[src/rtl/router_rr.sv]
// router_rr: 5-port XY-routed mesh router with per-input FIFOs and round-robin output arbitration
module router_rr #(
  parameter int WIDTH      = 16,
  parameter int DEPTH      = 4,
  parameter int COORD_BITS = 2,
  parameter int ROUTER_X   = 0,
  parameter int ROUTER_Y   = 0,
  parameter int ACT_HOLD   = 3
) (
  input  logic               clk,
  input  logic               reset,
  input  logic [4:0]         in_valid,
  output logic [4:0]         in_ready,
  input  logic [5*WIDTH-1:0] in_data,
  output logic [4:0]         out_valid,
  input  logic [4:0]         out_ready,
  output logic [5*WIDTH-1:0] out_data,
  output logic [2:0]         activity_level
);
  localparam int AW = $clog2(DEPTH);
  localparam logic [COORD_BITS-1:0] RX = COORD_BITS'(ROUTER_X);
  localparam logic [COORD_BITS-1:0] RY = COORD_BITS'(ROUTER_Y);

  logic [WIDTH-1:0] mem_q [5][DEPTH];
  logic [WIDTH-1:0] mem_d [5][DEPTH];
  logic [AW-1:0]    rd_q [5], rd_d [5], wr_q [5], wr_d [5];
  logic [AW:0]      cnt_q [5], cnt_d [5];
  logic [4:0]       ovld_q, ovld_d;
  logic [WIDTH-1:0] odata_q [5], odata_d [5];
  logic [2:0]       ptr_q [5], ptr_d [5];
  logic [3:0]       act_q [5], act_d [5];
  logic [4:0]       req [5];
  logic [4:0]       push, pop, xfer, active;

  function automatic logic [4:0] route(input logic [WIDTH-1:0] f);
    logic [COORD_BITS-1:0] dx, dy;
    dx = f[2*COORD_BITS-1:COORD_BITS];
    dy = f[COORD_BITS-1:0];
    return dx > RX ? 5'b00100 : dx < RX ? 5'b01000 : dy > RY ? 5'b00010 : dy < RY ? 5'b00001 : 5'b10000;
  endfunction

  // Handshakes, head-flit requests and port-level outputs
  always_comb begin
    activity_level = '0;
    out_valid = ovld_q;
    for (int i = 0; i < 5; i++) begin
      in_ready[i] = cnt_q[i] != (AW+1)'(DEPTH) && !reset;
      push[i] = in_valid[i] && in_ready[i];
      req[i] = cnt_q[i] != '0 ? route(mem_q[i][rd_q[i]]) : '0;
      xfer[i] = ovld_q[i] && out_ready[i];
      active[i] = !reset && (xfer[i] || act_q[i] != '0);
      activity_level = activity_level + 3'(active[i]);
      out_data[i*WIDTH +: WIDTH] = odata_q[i];
    end
  end

  // Round-robin grant per output, output register load, activity counters and FIFO pointers
  always_comb begin
    logic       found;
    logic [2:0] win, idx;
    logic [3:0] s;
    mem_d = mem_q;
    rd_d = rd_q;
    wr_d = wr_q;
    cnt_d = cnt_q;
    ovld_d = ovld_q;
    odata_d = odata_q;
    ptr_d = ptr_q;
    act_d = act_q;
    pop = '0;
    found = 1'b0;
    win = '0;
    idx = '0;
    s = '0;
    for (int o = 0; o < 5; o++) begin
      found = 1'b0;
      win = '0;
      for (int k = 0; k < 5; k++) begin
        s = {1'b0, ptr_q[o]} + 4'(k);
        idx = s > 4'd4 ? 3'(s - 4'd5) : s[2:0];
        if (!found && req[idx][o]) begin
          found = 1'b1;
          win = idx;
        end
      end
      found = found && (!ovld_q[o] || out_ready[o]);
      if (found) begin
        odata_d[o] = mem_q[win][rd_q[win]];
        ovld_d[o] = 1'b1;
        ptr_d[o] = win == 3'd4 ? 3'd0 : win + 3'd1;
        pop[win] = 1'b1;
      end else if (xfer[o]) ovld_d[o] = 1'b0;
      act_d[o] = xfer[o] ? 4'(ACT_HOLD) : act_q[o] != '0 ? act_q[o] - 4'd1 : act_q[o];
    end
    for (int i = 0; i < 5; i++) begin
      if (push[i]) begin
        mem_d[i][wr_q[i]] = in_data[i*WIDTH +: WIDTH];
        wr_d[i] = wr_q[i] + AW'(1);
      end
      if (pop[i]) rd_d[i] = rd_q[i] + AW'(1);
      cnt_d[i] = cnt_q[i] + (AW+1)'(push[i]) - (AW+1)'(pop[i]);
    end
  end

  // Control state with synchronous reset
  always_ff @(posedge clk) begin
    if (reset) begin
      rd_q <= '{default: '0};
      wr_q <= '{default: '0};
      cnt_q <= '{default: '0};
      ovld_q <= '0;
      odata_q <= '{default: '0};
      ptr_q <= '{default: '0};
      act_q <= '{default: '0};
    end else begin
      rd_q <= rd_d;
      wr_q <= wr_d;
      cnt_q <= cnt_d;
      ovld_q <= ovld_d;
      odata_q <= odata_d;
      ptr_q <= ptr_d;
      act_q <= act_d;
    end
  end

  // FIFO storage; occupancy alone decides what is valid, so no reset is needed
  always_ff @(posedge clk) begin
    mem_q <= mem_d;
  end
endmodule

[config.mk]
export PLATFORM = sky130hd
export DESIGN_NAME = router_rr
export DESIGN_NICKNAME = d
export VERILOG_FILES = /design/src/rtl/router_rr.sv
export SDC_FILE = /design/constraint.sdc
export NUM_CORES = 1
export LEC_CHECK = 0
export BUFFER_PORTS_ARGS = -buffer_cell sky130_fd_sc_hd__buf_4
export CORE_MARGIN = 2
export CORE_UTILIZATION = 55
export DETAILED_ROUTE_END_ITERATION = 10
export PLACE_DENSITY = 0.74
export SLEW_MARGIN = 20
export SYNTH_ARGS = -nofsm -noshare
export SYNTH_HDL_FRONTEND = slang
export SYNTH_SLANG_ARGS = --single-unit
[constraint.sdc]
create_clock -name clk -period 6.95 [get_ports clk]
set_clock_uncertainty 0.2 [all_clocks]
set_input_delay 0.3475 -clock clk [delete_from_list [all_inputs] [get_ports clk]]
set_output_delay 0.3475 -clock clk [all_outputs]
set_load 0.02 [all_outputs]
; ---- Word-level counts from Yosys, hierarchy flattened
; Index checks and enable logic that the tools add are counted.
[op_classes]
add_sub_neg = 79
n_lt_le_gt_ge = 105
eq_ne = 10
mux = 290
bitwise = 49
reduce_logical = 116
[ops]
columns = cell, n
row1 = $bmux W64 S3, 5
row2 = $mux W64, 10
row3 = $bmux W5 S3, 25
row4 = $bmux W16 S2, 10
row5 = $bwmux W64, 5
row6 = $mux W16, 15
row7 = $mux W5, 40
row8 = $mux W3, 65
row9 = $demux W16 S2, 5
row10 = $ge A4 B4 Y1 const B, 30
row11 = $not A3 Y4, 30
row12 = $gt A4 B3 Y1 const B, 20
row13 = $mux W4, 20
row14 = $sub A3 B3 Y3 const B, 25
row15 = $mux W2, 30
row16 = $logic_and A1 B1 Y1, 55
row17 = $mux W1, 50
row18 = $ge A3 B3 Y1 const B, 15
row19 = $not A2 Y3, 15
row20 = $add A3 B2 Y4 const B, 10
row21 = $bmux W2 S3, 5
row22 = $logic_not A1 Y1, 26
row23 = $add A3 B1 Y3, 7
row24 = $add A2 B1 Y2 const B, 10
row25 = other kinds (22), 121
[totals]
register_bits = 475
inputBits = 92
output_inout_bits = 93
elab_cells = 709

; ---- Depth between registers and ports, before layout
; Gate-level depths: netlist (run 1).
[depth]
word_depth = 40
ltp_mapped = 27
ltp_nobuf = 24

; ---- Worst setup path after synthesis (run 1)
; Ideal clock, no wire load.
[synth_timing]
kind = flip-flop to flip-flop
start = register ptr_q[1] in the netlist's numbering
end = register cnt_q[14] in the netlist's numbering
setup_time_ps = 128
arrival_ps = 5182
required_time_ps = 6622
setup_slack_ps = 1440
path_stages_with_launch = 24
path_buffers = 2
period_less_slack_ps = 5510
path_cell_list = dfxtp_1 -> clkbuf_1 -> inv_1 -> ha_1 -> ha_1 -> nor2b_1 -> o31ai_1 -> mux2i_1 -> o221ai_1 -> or4_1 -> a21oi_1 -> nor2_1 -> buf_2 -> nor2_1 -> a32oi_1 -> o21ai_0 -> ha_1 -> inv_1 -> ha_1 -> inv_1 -> fa_1 -> xor2_1 -> xnor2_1 -> nor2_1
[synth_via]
elab_chain_len = 26
elab_cells_between_ends = 66
classes_between = add/sub (10) / order compare (7) / mux (33) / bitwise (6) / reduce/logical (10)
[synth_lines]
columns = element, line
row1 = start: declaration, 30  ; logic [2:0] ptr_q [5], ptr_d [5];
row2 = start signal: assignment, 121  ; ptr_q <= ptr_d;
row3 = branches (longest 24 deep; another with $add A3 B1 Y4), n/a
row4 = $mux W5 *, 87  ; if (found) begin
row5 = $sub A3 B1 Y3 *, 101  ; cnt_d[i] = cnt_q[i] + (AW+1)'(push[i]) - (AW+1)'(pop[i]);
row6 = end signal: assignment, 118  ; cnt_q <= cnt_d;
row7 = end: declaration, 27  ; logic [AW:0] cnt_q [5], cnt_d [5];
; Mark *: on every way between the ends. The select of a mux whose other input is x is not followed.
; A chain may end at the register's enable or synchronous reset.

; ---- Worst setup path in the final report (run 1)
[layout_timing]
start = register ptr_q[7] in the netlist's numbering
end = register odata_q (netlist bit out_data[45])
[layout_via]
elab_chain_len = 27
elab_cells_between_ends = 69
classes_between = add/sub (9) / order compare (5) / mux (39) / bitwise (7) / reduce/logical (9)
[layout_lines]
columns = element, line
row1 = branches (longest 27 deep; another with $add A3 B1 Y4), n/a
row2 = end signal: assignment, 120  ; odata_q <= odata_d;
row3 = end: declaration, 29  ; logic [WIDTH-1:0] odata_q [5], odata_d [5];
; Parallel ways; which one is timed is not known. The select of a mux whose other input is x is not followed.

==> results.sh, run 1 <==
export IMPL_status="finished, final reports clean"
export IMPL_critPathKind="flip-flop to flip-flop"
export IMPL_clock_path_buffers=3
export IMPL_gp_congestion=0.9768
export IMPL_yosys_top_cells_area="edfxtp_1 (36%), mux2i_1 (15%), dfxtp_1 (8.6%), ha_1 (4.0%), mux4_2 (2.4%)"
export IMPL_grt_overflow=0
export IMPL_stdcell_area_um2=31230
export IMPL_drv_slew=0
export IMPL_port_buffers=148
export IMPL_syn_instance_count=2399
export IMPL_antenna_found_initial=0
export IMPL_final_core_util=0.6526
export IMPL_grt_pass1_wl_um=130400
export IMPL_fmaxAchievable_ghz=0.1583
export IMPL_period_needed_ns=6.319
export IMPL_placed_cells=3094
export IMPL_die_y_um=224.2
export IMPL_endpoint_kind="flip-flop"
export IMPL_postPlaceCellArea_um2=28520
export IMPL_r2r_slack_ns=0.63
export IMPL_cts_sinks=435
export IMPL_hold_path_class="input port to flip-flop"
export IMPL_reg2reg_depth=17
export IMPL_grt_pass1_vias=20654
export IMPL_rows=80
export IMPL_slew_headroom=0.2671
export IMPL_ys_ff_latch=435
export IMPL_grt_total_usage=0.3489
export IMPL_synth_edff_count=320
export IMPL_routed_via_density=6.641
export IMPL_antenna_cells=0
export IMPL_wire_per_inst_um=27.30
export IMPL_seq_area_frac_synth=0.4466
export IMPL_synth_cell_types=96
export IMPL_cp_required_ns=7.22
export IMPL_rsz0062_at_grt="false"
export IMPL_synthArstFlopShare=0
export IMPL_nets=2802
export IMPL_timing_rr_end="out_data[45]"
export IMPL_fp_dieW_um=224.2
export IMPL_reg2reg_from="ptr_q[7]"
export IMPL_place_hpwl_um=62010
export IMPL_ios=185
export IMPL_yosysTopAreaCell="edfxtp_1"
export IMPL_netlist_area_um2=26670
export IMPL_ant_nets=0
export IMPL_crit_end="out_data[45]"
export IMPL_drt_iter0_markers=3155
export IMPL_yosys_warnings=0
export IMPL_dr_pass1_iters=6
export IMPL_syn_mean_instance_area_um2=11.12
export IMPL_tightest_slew_ns=1.099
export IMPL_multiInputGateArea_um2=13750
export IMPL_finalCritPeriodShare=0.9092
export IMPL_drive_above_1_share=0.1675
export IMPL_synth_top_area_share=0.3603
export IMPL_hold_viol=0
export IMPL_cts_made_buffers=49
export IMPL_drv_cap=0
export IMPL_synth_most_common_cell="mux2i_1"
export IMPL_grt_max_degree=49
export IMPL_cts_hold_buf=87
export IMPL_crit_path_max_fanout=23
export IMPL_worst_ep_arrival_time_ns=6.59
export IMPL_startpoint_type="flip-flop"
export IMPL_fin_cells=3272
export IMPL_core_area_um2=47850
export IMPL_cts_resized=0
export IMPL_clock_latency_ns=0.60
export IMPL_post_cts_setup_buffers=0
export IMPL_fillers=3650
export IMPL_regArea_um2=11910
export IMPL_startpoint="ptr_q[7]"
export IMPL_initial_utilization=0.5574
export IMPL_cts_tree="yes"
export IMPL_drc=0
export IMPL_finalSetupTns_ns=0
export IMPL_h_tree_depth=2
export IMPL_clkTransAtPathRegs_ns=0.06
export IMPL_dieArea_um2=50270
export IMPL_synth_ff_type="edfxtp_1"
export IMPL_synth_commonest_cells="mux2i_1 (400), edfxtp_1 (320), nand2_1 (168), nor2_1 (134), dfxtp_1 (115)"
export IMPL_syn2layout_area_growth_pct=17.09
export IMPL_clockRootBuffer="clkbuf_16"
export IMPL_setup_viol_count_final=0
export IMPL_vias=21728
export IMPL_finalWirelength_um=89340
worst max-delay path, stage by stage (launching register included):
cell and delay (ns):
dfxtp_1 0.59, inv_1 0.25, ha_1 0.27, ha_1 0.36, nor2b_1 0.18, o31ai_1 0.25, xor2_1 0.29, mux4_2 0.56
nor2_1 0.20, o21a_1 0.15, o21ai_1 0.11, a31oi_4 0.33, buf_4 0.50, mux2i_4 0.79, buf_4 0.43, mux2_2 0.38
a22oi_1 0.18, o211ai_1 0.14
flip-flops by register name, summed over array words and instances (netlist names):
signal     cells
act_q         20
cnt_q         15
mem_q        320
out_data      48
out_valid      3
ptr_q          9
rd_q          10
wr_q          10
per-stage QoR:
| step | hold WS [ns] | worst slack (ns) |
|---|---|---|
| 3_5_place_dp | 0.2494 | 0.7629 |
| 2_1_floorplan | 0.2464 | 1.440 |
| 3_3_place_gp | 0.2450 | 0.8628 |
| 4_1_cts | 0.004429 | 0.7430 |
| 6_report | 0.02283 | 0.6312 |
| 5_1_grt | 0.04219 | 0.4241 |
final cells by class:
class	instances	share of cell area
Clock buffer	65	0.04347
Tap cell	615	0.02464
Sequential cell	435	0.3815
Multi-Input combinational cell	1737	0.4404
Timing Repair Buffer	315	0.08511
Inverter	79	0.009536
Clock inverter	26	0.01539
cells by family (layout without fill, tap and decap cells):
family,after synthesis,in the layout,share of synthesized area
muxes,484,484,0.1978
DFF,435,435,0.4466
AOI/OAI and AO/OA,460,460,0.1284
adders and majority gates,93,93,0.04560
buffers and inverters,260,485,0.04649
and+or+nand+nor,618,618,0.1192
xor gates and xnor gates,48,48,0.01576
other,1,34,0.0001406
worst min path at each step:
stage / slack [ns] / startpoint / to / depth (start not counted)
final: 0.02 / in_valid[4] / wr_q[1] / 3
after global routing: 0.04 / in_valid[4] / wr_q[1] / 3
after CTS: 0.004 / in_valid[4] / wr_q[1] / 3
after floorplan: 0.25 / in_data[64] / mem_q[0] / 0
after global placement: 0.25 / out_data[18] / out_data[18] / 1
after detailed placement: 0.25 / out_data[19] / out_data[19] / 1
placed cells by master (no fill, tap or decap), types with 46 or more instances in the layout:
cell type / synthesis / layout
clkbuf_16: 0 / 50
edfxtp_1: 320 / 320
a22oi_1: 68 / 67
o21ai_0: 46 / 46
inv_1: 72 / 72
nor2_1: 134 / 130
mux2i_1: 400 / 398
mux2_2: 48 / 48
ha_1: 86 / 86
nand3_1: 53 / 53
o211ai_1: 54 / 54
nand2_1: 168 / 168
dlygate4sd3_1: 0 / 87
a21oi_1: 75 / 75
dfxtp_1: 115 / 115
buf_4: 50 / 222
per-layer routing:
layer	vias to the layer above	global-route usage	wire (um)
met5	-	0	0
met2	1404	0.5248	38980
met3	213	0.09090	11630
met1	10555	0.4860	35520
met4	0	0.1301	3215
li1	9556	-	-
Power of run 1 is left out: the tool's default activity adds up to more than one toggle a clock period on the data nets, which glitch-free logic cannot reach.
==> inputs of run 2 (changes only) <==
--- a/config.mk
+++ b/config.mk
@@ -6,6 +6,7 @@
 export NUM_CORES = 1
 export LEC_CHECK = 0
 export BUFFER_PORTS_ARGS = -buffer_cell sky130_fd_sc_hd__buf_4
+export CORE_ASPECT_RATIO = 0.7
 export CORE_MARGIN = 2
 export CORE_UTILIZATION = 55
 export DETAILED_ROUTE_END_ITERATION = 10
==> run 2 against run 1 <==
Compared with the run above:
- routed wire length grew 4.7%
- non-clock buffer count is 13 higher
- sequential share of layout area grew 0.34 points
- via count up 2.2%
- register-to-register slack improved by 0.02 ns
- first-iteration DRC count is 10% higher
- setup slack improved by 0.022 ns
- clock-buffer cell count decreased by 12
- global-route usage up 1.8 points
- flip-flop and latch count did not move
- worst hold slack gained 0.24 ns
- critical path depth up 1
- critical path type unchanged
==> results.sh, run 2 (synthesis gave the netlist of run 1 again) <==
export IMPL_status="finished, final reports clean"
export IMPL_crit_path_frequent_cell="buf_4"
export IMPL_endpoint_kind="flip-flop"
export IMPL_ant_nets=0
export IMPL_cts_sinks=435
export IMPL_startpoint_type="flip-flop"
export IMPL_worst_ep_arrival_time_ns=6.57
export IMPL_cts_resized=0
export IMPL_reg2reg_from="rd_q[4]"
export IMPL_die_y_um=188.2
export IMPL_hold_end="out_data[19]"
export IMPL_drv_slew=0
export IMPL_grt_overflow=0
export IMPL_crit_path_max_fanout=53
export IMPL_finalWirelength_um=93520
export IMPL_drt_iter0_markers=3477
export IMPL_worstPathCellList="buf_4 > nor4b_1 > a22oi_1 > a21oi_2 > mux2i_1 > o221a_2 > a221oi_1 > a2111oi_0 > buf_4 > nor2_4 > buf_4 > inv_2 > o22ai_4 > buf_12 > mux4_2 > a222oi_1 > nand2_1 > a41o_1"
export IMPL_hold_path_class="flip-flop to flip-flop"
export IMPL_fp_dieW_um=267.2
export IMPL_nets=2810
export IMPL_drv_cap=0
export IMPL_clockRootBuffer="clkbuf_16"
export IMPL_setup_viol_count_final=0
export IMPL_reg2reg_depth=18
export IMPL_layout_setup_ws_ns=0.6537
export IMPL_clock_path_buffers=3
export IMPL_cts_tree="yes"
export IMPL_cts_made_buffers=44
export IMPL_critPathKind="flip-flop to flip-flop"
export IMPL_clock_latency_ns=0.59
export IMPL_cp_required_ns=7.22
export IMPL_slew_headroom=0.2032
export IMPL_top_register="mem_q"
export IMPL_port_buffers=148
export IMPL_tightest_slew_ns=1.195
export IMPL_most_common_layout_cells="mux2i_1 (398), edfxtp_1 (320), buf_4 (232)"
export IMPL_period_needed_ns=6.296
export IMPL_grt_max_degree=56
export IMPL_slowest_stage="a21oi_2"
export IMPL_cp_top_family="compound AO/OA/AOI/OAI gates"
export IMPL_hold_ws_ns=0.2670
export IMPL_final_common_cell="mux2i_1"
export IMPL_largest_register_ffs=320
export IMPL_grt_pass1_wl_um=136200
export IMPL_wire_per_inst_um=28.21
export IMPL_initial_utilization=0.5572
export IMPL_drive_above_1_share=0.1655
export IMPL_fmaxAchievable_ghz=0.1588
export IMPL_clkTransAtPathRegs_ns=0.06
export IMPL_rows=67
export IMPL_post_place_ws_ns=0.9175
export IMPL_routed_via_density=6.701
export IMPL_hold_viol=0
export IMPL_hp_start="out_data[19]"
export IMPL_rsz0062_at_grt="false"
export IMPL_h_tree_depth=2
export IMPL_worst_path_stages=18
export IMPL_post_cts_setup_buffers=0
export IMPL_grt_total_usage=0.3673
export IMPL_dieArea_um2=50300
export IMPL_cp_num_buf_inv=5
export IMPL_vias=22213
export IMPL_dr_pass1_iters=7
export IMPL_antenna_found_initial=1
export IMPL_grt_pass1_vias=21134
export IMPL_fillers=3676
export IMPL_finalCritPeriodShare=0.9059
export IMPL_r2r_slack_ns=0.65
export IMPL_max_stage_delay_ns=0.61
export IMPL_core_area_um2=47870
export IMPL_ios=185
export IMPL_gp_congestion=0.9868
export IMPL_finalSetupTns_ns=0
export IMPL_place_hpwl_um=65500
export IMPL_worstHoldPathCells=1
export IMPL_drc=0
export IMPL_syn2layout_area_growth_pct=16.04
export IMPL_timing_rr_end="out_data[68]"
run 2: layout make-up:
class	instances	area, um^2	area share
clock inverters	27	252.7	0.008167
diodes	1	2.502	0.00008086
repair buffers	328	2773	0.08959
inverters	79	297.8	0.009622
multi-input cells	1737	13750	0.4442
flip-flops and latches	435	11910	0.3849
well taps	655	819.5	0.02648
clock buffers	53	1145	0.03699
run 2: how the worst max path moves through the flow:
stage / startpoint / endpoint
floorplan: ptr_q[1] / cnt_q[14]
global route: rd_q[4] / out_data[73]
global placement: ptr_q[0] / out_data[68]
CTS: ptr_q[7] / cnt_q[14]
detailed placement: ptr_q[7] / cnt_q[14]
finish: rd_q[4] / out_data[68]
run 2: metal layers:
metal  vias up  track usage  routed length, um
met5         -     0.007722                 61
met4         4       0.1268               3430
met3       256       0.1502              14880
met2      1614       0.5001              37210
met1     10765       0.5243              37940
li1       9574            -                  -
run 2: timing repair:
item / in CTS / in global routing
endpoints found under the setup margin: 0 / 0
hold buffers: 89 / 0
endpoints found under the hold margin: 351 / 0
run 2: stage by stage:
stage | instances | instance area [um^2] | utilization
after CTS | 3314 | 30950 | 0.6465
after global routing | 3314 | 30950 | 0.6465
after floorplan | 2432 | 26790 | -
after global placement | 3145 | 28660 | 0.5987
final | 3315 | 30950 | 0.6465
after detailed placement | 3145 | 28660 | 0.5987
Power of run 2 is left out for the same reason.
